--- config.mk ---
export PLATFORM = sky130hd
export DESIGN_NAME = pc_sequencer
export DESIGN_NICKNAME = d
export VERILOG_FILES = /design/src/rtl/pc_sequencer.sv
export SDC_FILE = /design/constraint.sdc
export NUM_CORES = 1
export LEC_CHECK = 0
export CORE_MARGIN = 2
export CORE_UTILIZATION = 51
export DETAILED_ROUTE_END_ITERATION = 6
export MAX_ROUTING_LAYER = met4
export PLACE_DENSITY_LB_ADDON = 0.05
export SLEW_MARGIN = 20
export SYNTH_ARGS = -nofsm -noshare
export SYNTH_HDL_FRONTEND = slang
export SYNTH_SLANG_ARGS = --single-unit
--- constraint.sdc ---
create_clock -name CLK -period 2.6 [get_ports CLK]
set_input_delay 0.52 -clock CLK [delete_from_list [all_inputs] [get_ports CLK]]
set_output_delay 0.52 -clock CLK [all_outputs]
set_load 0.01 [all_outputs]
--- src/rtl/pc_sequencer.sv ---
// rtl/pc_sequencer.sv - fetch-stage program counter with next-PC select and circular return-address stack
module pc_sequencer #(
  parameter int WIDTH        = 16,
  parameter int INC          = 1,
  parameter int RESET_VECTOR = 0,
  parameter int RAS_DEPTH    = 4
) (
  input  logic             CLK,
  input  logic             first,
  input  logic             stall,
  input  logic             branch_taken,
  input  logic [WIDTH-1:0] branch_target,
  input  logic             jump,
  input  logic             call,
  input  logic             ret,
  input  logic [WIDTH-1:0] jump_target,
  input  logic [WIDTH-1:0] ret_addr,
  output logic [WIDTH-1:0] PC,
  output logic [WIDTH-1:0] PC_plus,
  output logic             ras_empty,
  output logic             ras_full,
  output logic             ras_ovf,
  output logic             ras_unf
);

  localparam int PW = (RAS_DEPTH > 1) ? $clog2(RAS_DEPTH) : 1;
  localparam int CW = $clog2(RAS_DEPTH + 1);
  localparam logic [WIDTH-1:0] INC_W   = WIDTH'(INC);
  localparam logic [WIDTH-1:0] RV_W    = WIDTH'(RESET_VECTOR);
  localparam logic [PW-1:0]    PTR_ONE = PW'(1);
  localparam logic [CW-1:0]    CNT_ONE = CW'(1);
  localparam logic [CW-1:0]    CNT_MAX = CW'(RAS_DEPTH);

  logic [WIDTH-1:0] stack [RAS_DEPTH];
  logic [PW-1:0]    top;
  logic [CW-1:0]    count;

  assign PC_plus   = PC + INC_W;
  assign ras_empty = (count == '0);
  assign ras_full  = (count == CNT_MAX);

  // top points at the most recent entry; the pointer wraps naturally because RAS_DEPTH is a power of 2
  always_ff @(posedge CLK) begin
    if (first) begin
      PC      <= RV_W;
      top     <= '0;
      count   <= '0;
      ras_ovf <= 1'b0;
      ras_unf <= 1'b0;
    end else if (branch_taken) begin
      PC <= branch_target;
    end else if (!stall) begin
      if (ret) begin
        if (!ras_empty) begin
          PC    <= stack[top];
          top   <= top - PTR_ONE;
          count <= count - CNT_ONE;
        end else begin
          PC      <= PC_plus;
          ras_unf <= 1'b1;
        end
      end else if (call) begin
        PC                  <= jump_target;
        stack[top + PTR_ONE] <= ret_addr;
        top                 <= top + PTR_ONE;
        // a full stack overwrites its oldest entry, so count stays saturated
        if (ras_full) ras_ovf <= 1'b1;
        else          count   <= count + CNT_ONE;
      end else if (jump) begin
        PC <= jump_target;
      end else begin
        PC <= PC_plus;
      end
    end
  end

endmodule

# Word-level counts from Yosys, hierarchy flattened
# Memories as Yosys holds them, arrays and structs flattened. A register that Yosys moved wholly into a read port is not among the register bits.
# Cells that the tools add are included.
# word_totals
in_bits	55
mem_count	1
out_inout_bits	36
regBits	23
ram_bits	64
word_cells	45
# memory_table
memory	depth	word_bits	read_ports	rd_clocked_by_memory_dff	wr	line_no	source
stack	4	16	1	1	1	34	logic [WIDTH-1:0] stack [RAS_DEPTH];
# op_classes
muxes	21
reduce_logical	6
n_eq_ne	4
bitwise_logic	3
add_sub_neg	5
# ops
operator	n
16-bit 2-to-1 mux	6
16-bit by 1-bit adder with 16-bit output, second input constant	1
3-bit 2-to-1 mux	4
2-bit 2-to-1 mux	5
5-bit AND reduction	2
4-bit AND reduction	2
1-bit 2-to-1 mux	6
2-bit inequality test, second input constant	2
3-bit by 1-bit adder with 3-bit output, second input constant	1
3-bit == test, second input constant	1
3-bit logical NOT	1
1-bit inverter	3
3-bit by 1-bit subtractor with 3-bit output, second input constant	1
2-bit by 1-bit adder with 2-bit output, second input constant	1
2-bit by 1-bit inequality test with 1-bit output, second input constant	1
2-bit nonzero test	1
2-bit by 1-bit subtractor with 2-bit output, second input constant	1

# Longest topological paths before layout
# logic_depth
word_depth	6
ltp_mapped	7
ltp_nobuf	6

# Worst setup path before layout
# No wires, ideal clock.
# synth_path
kind	input -> register
startpoint	input port branch_taken
endpoint	memory stack[0][0] (enable)
path_buffers	1
slack_ns	0.417
t_arrival_ns	1.809
setup_ns	0.374
cell_stages	4
required_time_ns	2.226
path_cell_list	or2_1 > clkbuf_1 > nor3_1 > and3_1
# synth_between
elab_chain_cells	3
# synth_rtl
item	line_no	source
start: declaration	11	input logic branch_taken,
1-bit 2-to-1 mux	50	end else if (branch_taken) begin
1-bit 2-to-1 mux	44	if (first) begin
1-bit 2-to-1 mux (implied by the code)	64	stack[top + PTR_ONE] <= ret_addr;
end: declaration	34	
# Every way passes these cells.

# Worst setup path after layout
# layout_path
startpoint	register PC[6]
endpoint	output port PC_plus[11]
# layout_between
elab_chain_cells	1
# layout_rtl
item	line_no	source
start: declaration	18	output logic [WIDTH-1:0] PC,
start signal: assignment	51	PC <= branch_target;
start signal: assignment	55	PC <= stack[top];
start signal: assignment	59	PC <= PC_plus;
16-bit by 1-bit adder with 16-bit output	38	assign PC_plus = PC + INC_W;
end: declaration	19	output logic [WIDTH-1:0] PC_plus,
# Every way passes these cells.

==> metrics.md <==
| Metric | Value |
|---|---|
| First-pass GRT wire length | 16800 um |
| Area grow syn2layout | 37.8% |
| Final Cycle Share | 98.8% |
| Synth cell types | 56 |
| Clock tree buffer depth | 2 |
| Max stage delay cell, worst path | clkdlybuf4s50_1 |
| Worst hold endpoint | ras_ovf$_SDFFE_PP0P_ |
| Total power per unit cell area | 537 nW/um^2 |
| Critical path launch point type | flop |
| Worst-Margin Slew | 0.664 ns |
| Reg-to-Reg Start | PC[0]$_SDFFE_PP0P_ |
| Nets | 521 |
| Wire length per cell | 19.6 um |
| Clk sinks | 89 |
| Switching Share | 26.7% |
| Syn Nets | 396 |
| Largest area contributor in the synthesized netlist | edfxtp_1 |
| Placed Area | 5450 um^2 |
| Reg clk slew, reported paths | 0.11 ns |
| H-tree depth | 3 |
| Sw power | 839 uW |
| Post-synth EDFFs | 64 |
| First-pass iteration count of the detailed router | 5 |
| Status | finished, final reports clean |
| DP Cell Count | 539 |
| Critical Path, Cell by Cell | nand4_4 -> buf_12 -> nor3_1 -> xor2_1 -> clkdlybuf4s50_1 |
| Final core occ | 71.9% |
| Part of the power in combinational logic | 16.6% |
| Register area share after synthesis | 57.1% |
| Residual DRC | 0 |
| Total CTS buffers | 9 |
| Top post-synthesis cells by count | 64 x edfxtp_1, 25 x dfxtp_1, 25 x nor2_1 |
| Normalized max-slew margin | 55.6% |
| Critical path required time | 2.08 ns |
| Final instance area | 5850 um^2 |
| Antenna cells | 0 |
| Crit-path max FO | 7 |
| Worst hold stages | 1 |
| Endpoints failing setup | 0 |
| Asr flop ratio synth | 0% |
| WL final | 11200 um |
| Vias in the first global route | 3291 |
| Via count | 3341 |
| Port buffer count | 90 |
| RSZ-0062 raised after global routing | true |
| Sequential share of power | 50.7% |
| Crit-path max cell delay | 0.57 ns |
| Clock share of power | 32.7% |
| Worst Hold Class | reg -> reg |
| Syn_area_per_cell | 12.7 um^2 |
| Fmax | 0.389 GHz |
| CTS tree | done |
| R2r setup slk | 0.14 ns |
| Worst-skew pair later-pin latency | 0.36 ns |
| Via-to-Cell Ratio | 5.86 |
| Tot Pwr | 3.14 mW |
| Crit path time final | 2.57 ns |
| Initial antenna violation count | 0 |
| Initial DRC Count | 224 |
| Cell Int Power | 2.30 mW |
| Dpl ws | 0.0971 ns |
| Yosys warns | 0 |
| GRT Util Overall | 26.1% |
| Post-DP HPWL | 7860 um |
| Endpoint class of the critical path | primary output |
| Yosys reg bits | 89 |
| Top-count cell post-synth | edfxtp_1 |
| Starting Density | 52.2% |
| Fin. max-slew vios | 0 |
| Worst vdd ir | 589 uV |
| DIE AREA | 9070 um^2 |
| Setup ws final | 0.0318 ns |
| Max-cap viol count | 0 |
| I/O Pins | 91 |
| CORE AREA | 8130 um^2 |
| Setup TNS | 0 ns |
| Share of layout cells above drive strength 1 | 22.4% |
| Clk_skew | 0.0145 ns |
| Final hold violations | 0 |
| Top_reg_cell synth | edfxtp_1 |
| Synth Cell Area | 4240 um^2 |
| Min Hold Slack | 0.487 ns |
| Leakage | 2.09 nW |
| Remaining Overflow, GRT | 0 |
| Routability cong. | 0.869 |
| Final ANT Viol Nets | 0 |
| Critical R2R Capture | PC[14]$_SDFFE_PP0P_ |
| Die Y | 95.2 um |
| Worst R2R Path Depth | 16 |
| Largest net degree at the start of global routing | 39 |
| Post-route insts no fill | 570 |
| Die X | 95.2 um |
| WS Path Type | reg -> out |
| Row cnt | 33 |
| Worst Path Arrival | 2.05 ns |
| Top-area cell type share of the netlist area | 45.3% |
| Top cells by area, synth | edfxtp_1 45%, dfxtp_1 12%, mux4_2 8.5% |
| CTS root buf | clkbuf_8 |
| Critical hold path startpoint | ras_ovf$_SDFFE_PP0P_ |
| Mapped Cells | 335 |
==> power by group through the flow <==
stage	Clock [mW]	Sequential [mW]	Combinational (mW)
finish	1.03	1.59	0.522
floorplan	0	1.62	0.224
detailed placement	0	1.62	0.505
global route	1.09	1.60	0.558
CTS	1.04	1.59	0.516
global placement	0	1.62	0.500
==> layout by cell type (no fill, tap or decap), types with 9 or more instances in the layout <==
cell type / count
mux4_2: 16
nor3_1: 12
edfxtp_1: 64
clkbuf_8: 9
clkdlybuf4s50_1: 83
dfxtp_1: 19
a21oi_1: 24
nor2_1: 25
nand2_1: 22
inv_1: 12
o21ai_0: 13
buf_4: 37
==> timing repair <==
| item | CTS | global route |
|---|---|---|
| setup endpoints to repair | 8 | 6 |
| pin swaps | 1 | 1 |
| gates resized for setup | 16 | 5 |
| hold buffers | 0 | 0 |
| endpoints found under the hold margin | 0 | 0 |
| setup buffers | 13 | 2 |
==> worst max-delay path by stage <==
stage	from	endpoint	slack, ns	cells past startpoint
after floorplan	branch_taken	stack[0][0]$_DFFE_PP_	0.42	4
after global placement	PC[0]$_SDFFE_PP0P_	PC_plus[12]	0.17	5
after detailed placement	PC[0]$_SDFFE_PP0P_	PC_plus[12]	0.1	5
after CTS	PC[0]$_SDFFE_PP0P_	PC_plus[6]	0.01	5
after global routing	PC[7]$_SDFFE_PP0P_	PC_plus[11]	-0.001	5
final	PC[6]$_SDFFE_PP0P_	PC_plus[11]	0.03	5
==> layer usage <==
metal | GRT usage (%) | part of all wire (%) | vias to the layer above
li1 | - | - | 1550
met1 | 33.3 | 42 | 1632
met2 | 41.9 | 49 | 140
met3 | 4.51 | 6.7 | 19
met4 | 10.3 | 1.9 | 0
met5 | - | 0 | -
==> cells by family after synthesis <==
logic type,count (synthesis),synth area share (%)
xor gates and xnor gates,15,3.10
AOI/OAI and AO/OA,75,12.7
muxes,17,8.73
DFF,89,57.1
buffers and inverters,32,3.15
and+or+nand+nor,101,13.3
adders and majority gates,6,1.95
==> registers in the layout, summed over array words and instances (netlist names), named ones only <==
| name | cells |
|---|---|
| PC | 16 |
| count | 3 |
| ras_ovf | 1 |
| ras_unf | 1 |
| stack | 64 |
| top | 2 |
==> area by class of cell <==
class	instances	area (um^2)
clock buffer	9	124
clock inverter	7	95.1
fill	574	2290
inverter	14	52.6
multi-input combinational	214	1730
sequential	89	2430
tap	105	131
timing repair buffer	132	1280
==> critical path: cells and delay by family (launching register included) <==
| family | cells | cell delay, ns |
|---|---|---|
| buf+inv | 2 | 0.73 |
| simple gates | 2 | 0.35 |
| flops | 1 | 0.40 |
| xor+xnor | 1 | 0.22 |
Note: power is estimated with default switching activity, not from simulation.
==> RTL change: new RTL, same flow settings <==
The parameter `WIDTH` goes from 16 to 32.
--- a/src/rtl/pc_sequencer.sv
+++ b/src/rtl/pc_sequencer.sv
@@ -1,6 +1,6 @@
 // rtl/pc_sequencer.sv - fetch-stage program counter with next-PC select and circular return-address stack
 module pc_sequencer #(
-  parameter int WIDTH        = 16,
+  parameter int WIDTH        = 32,
   parameter int INC          = 1,
   parameter int RESET_VECTOR = 0,
   parameter int RAS_DEPTH    = 4
Interface: changed (5 resized); port bits go from 91 to 171. The function was not compared with the original's and may differ.
==> RTL change against the unedited design <==
Setup slack lost 350 ps. Wire length grew to 2.5 times the old value. Synthesized area up 92%. The flow now finishes with violations (setup timing). Total power rose by 110%. Non-clock buffer count up 162. Sequential cell count grew 80. Cell count is 100% higher. Design area increased by 100%. Critical path type unchanged.
==> RTL change: results (changes against the unedited design) <==
{| class="wikitable"
! Metric !! Value
|-
| Worst-case headroom to the max-slew limit || 0.334 (was 0.556)
|-
| Worst path arrival time || 2400 ps (was 2050 ps)
|-
| Run status || complete, but fails checks (was complete, no violations)
|-
| Final setup TNS || -2960 ps (was 0 ps)
|-
| Global-route usage over all layers || 0.343 (was 0.261)
|-
| Worst clock skew || 9.71 ps (was 14.5 ps)
|-
| GR met1 Demand/Resource || 0.438 (was 0.333)
|-
| GRT met2 Usage || 0.544 (was 0.419)
|-
| Maximum single-stage delay on the critical path || 650 ps (was 570 ps)
|-
| Count of flip-flops with a built-in enable after synthesis || 128 (was 64)
|-
| Iteration-0 DRC Markers || 764 (was 224)
|-
| Final critical-path setup slack || -318 ps (was 31.8 ps)
|-
| Ranking of synthesized cells by instance count || edfxtp_1 (128), nand2_1 (56), nor2_1 (50), dfxtp_1 (41), a21oi_1 (38) (was edfxtp_1 (64), dfxtp_1 (25), nor2_1 (25), a21oi_1 (24), nand2_1 (22))
|-
| Final instance count without filler cells || 1165 (was 570)
|-
| Later-pin clock latency in the skew report || 440 ps (was 360 ps)
|-
| Met3 demand-to-capacity share in global routing || 0.0603 (was 0.0451)
|-
| Number of global-route vias before repair || 7054 (was 3291)
|-
| Post-layout net count || 1045 (was 521)
|-
| Via-to-Cell Ratio || 6.16 (was 5.86)
|-
| Post-synthesis cell count || 659 (was 335)
|-
| Sequential share of the synthesized area || 0.574 (was 0.571)
|-
| CTS clock-pin slew for the worst setup and hold paths || 70 ps (was 110 ps)
|-
| Placed Cells || 1107 (was 539)
|-
| Count of input and output buffers || 170 (was 90)
|-
| Net Count, Synth || 768 (was 396)
|-
| Synth area leaders || edfxtp_1 (47%), dfxtp_1 (10%), mux4_2 (8.9%) (was edfxtp_1 (45%), dfxtp_1 (12%), mux4_2 (8.5%))
|-
| Clock buffer count from CTS || 17 (was 9)
|-
| Crit path max-delay cell type || or4_4 (was clkdlybuf4s50_1)
|-
| First-pass GRT wire length || 40.6 mm (was 16.8 mm)
|-
| Final setup violation count || 14 (was 0)
|-
| Final wirelength || 28.2 mm (was 11.2 mm)
|-
| Largest net degree at the start of global routing || 42 (was 39)
|-
| # H-tree levels || 4 (was 3)
|-
| Filler cells || 1038 (was 574)
|-
| Leak pwr || 4.32 nW (was 2.09 nW)
|-
| VDD IR-drop max || 0.458 mV (was 0.589 mV)
|-
| Weighted congestion reported at the end of routability-driven placement || 0.976 (was 0.869)
|-
| R2R cell count || 12 (was 16)
|-
| Failing checks || setup timing
|-
| Layout cells sized above 1 || 0.280 (was 0.224)
|}
[RTL change: report_power, final]
part           internal [mW]  total [mW]  switching (mW)
Sequential              2.95        3.00          0.0464
Combinational          0.577        1.15           0.569
Clock                   1.28        2.48            1.20
[RTL change: through the flow]
step	setup WS [ps]	area (µm²)
6_report	-318	11800
3_5_place_dp	-229	10800
4_1_cts	-330	11600
3_3_place_gp	-193	10800
5_1_grt	-356	11800
2_1_floorplan	43.0	8130
[RTL change: kinds of logic after synthesis]
family          count (synthesis)  synth area share
simple gates                  217             0.143
flops                         169             0.574
compound gates                152             0.129
buf+inv                        63            0.0331
mux                            33            0.0901
xor+xnor                       19            0.0205
fa+ha+maj                       6            0.0102
[RTL change: per-layer routing]
metal | up-vias | share of wire
met5 | - | 0
met1 | 3480 | 0.38
met4 | 0 | 0.032
li1 | 3130 | -
met2 | 495 | 0.48
met3 | 73 | 0.10
[RTL change: path summary, 6_finish.rpt]
kind | slack, ps | end | start
hold / removal | 480 | ras_unf | ras_unf
setup reg to reg | 320 | PC[29] | PC[0]
hold reg to reg | 480 | ras_unf | ras_unf
setup / recovery | -320 | PC_plus[23] | PC[11]
[RTL change: cell type report]
class	count	area (µm²)	area share
timing repair buffer	294	2730	0.231
inverter	26	97.6	0.00826
multi-input combinational	428	3440	0.291
tap	216	270	0.0229
clock buffer	17	425	0.0360
clock inverter	15	164	0.0139
sequential	169	4680	0.396
[RTL change: timing repair]
item | 4_1_cts | 5_1_grt
resized for setup | 106 | 52
setup endpoints to repair | 28 | 24
endpoints found under the hold margin | 0 | 0
pin swaps | 23 | 17
hold buffers | 0 | 0
setup buffers | 15 | 9
gates cloned | 1 | 1
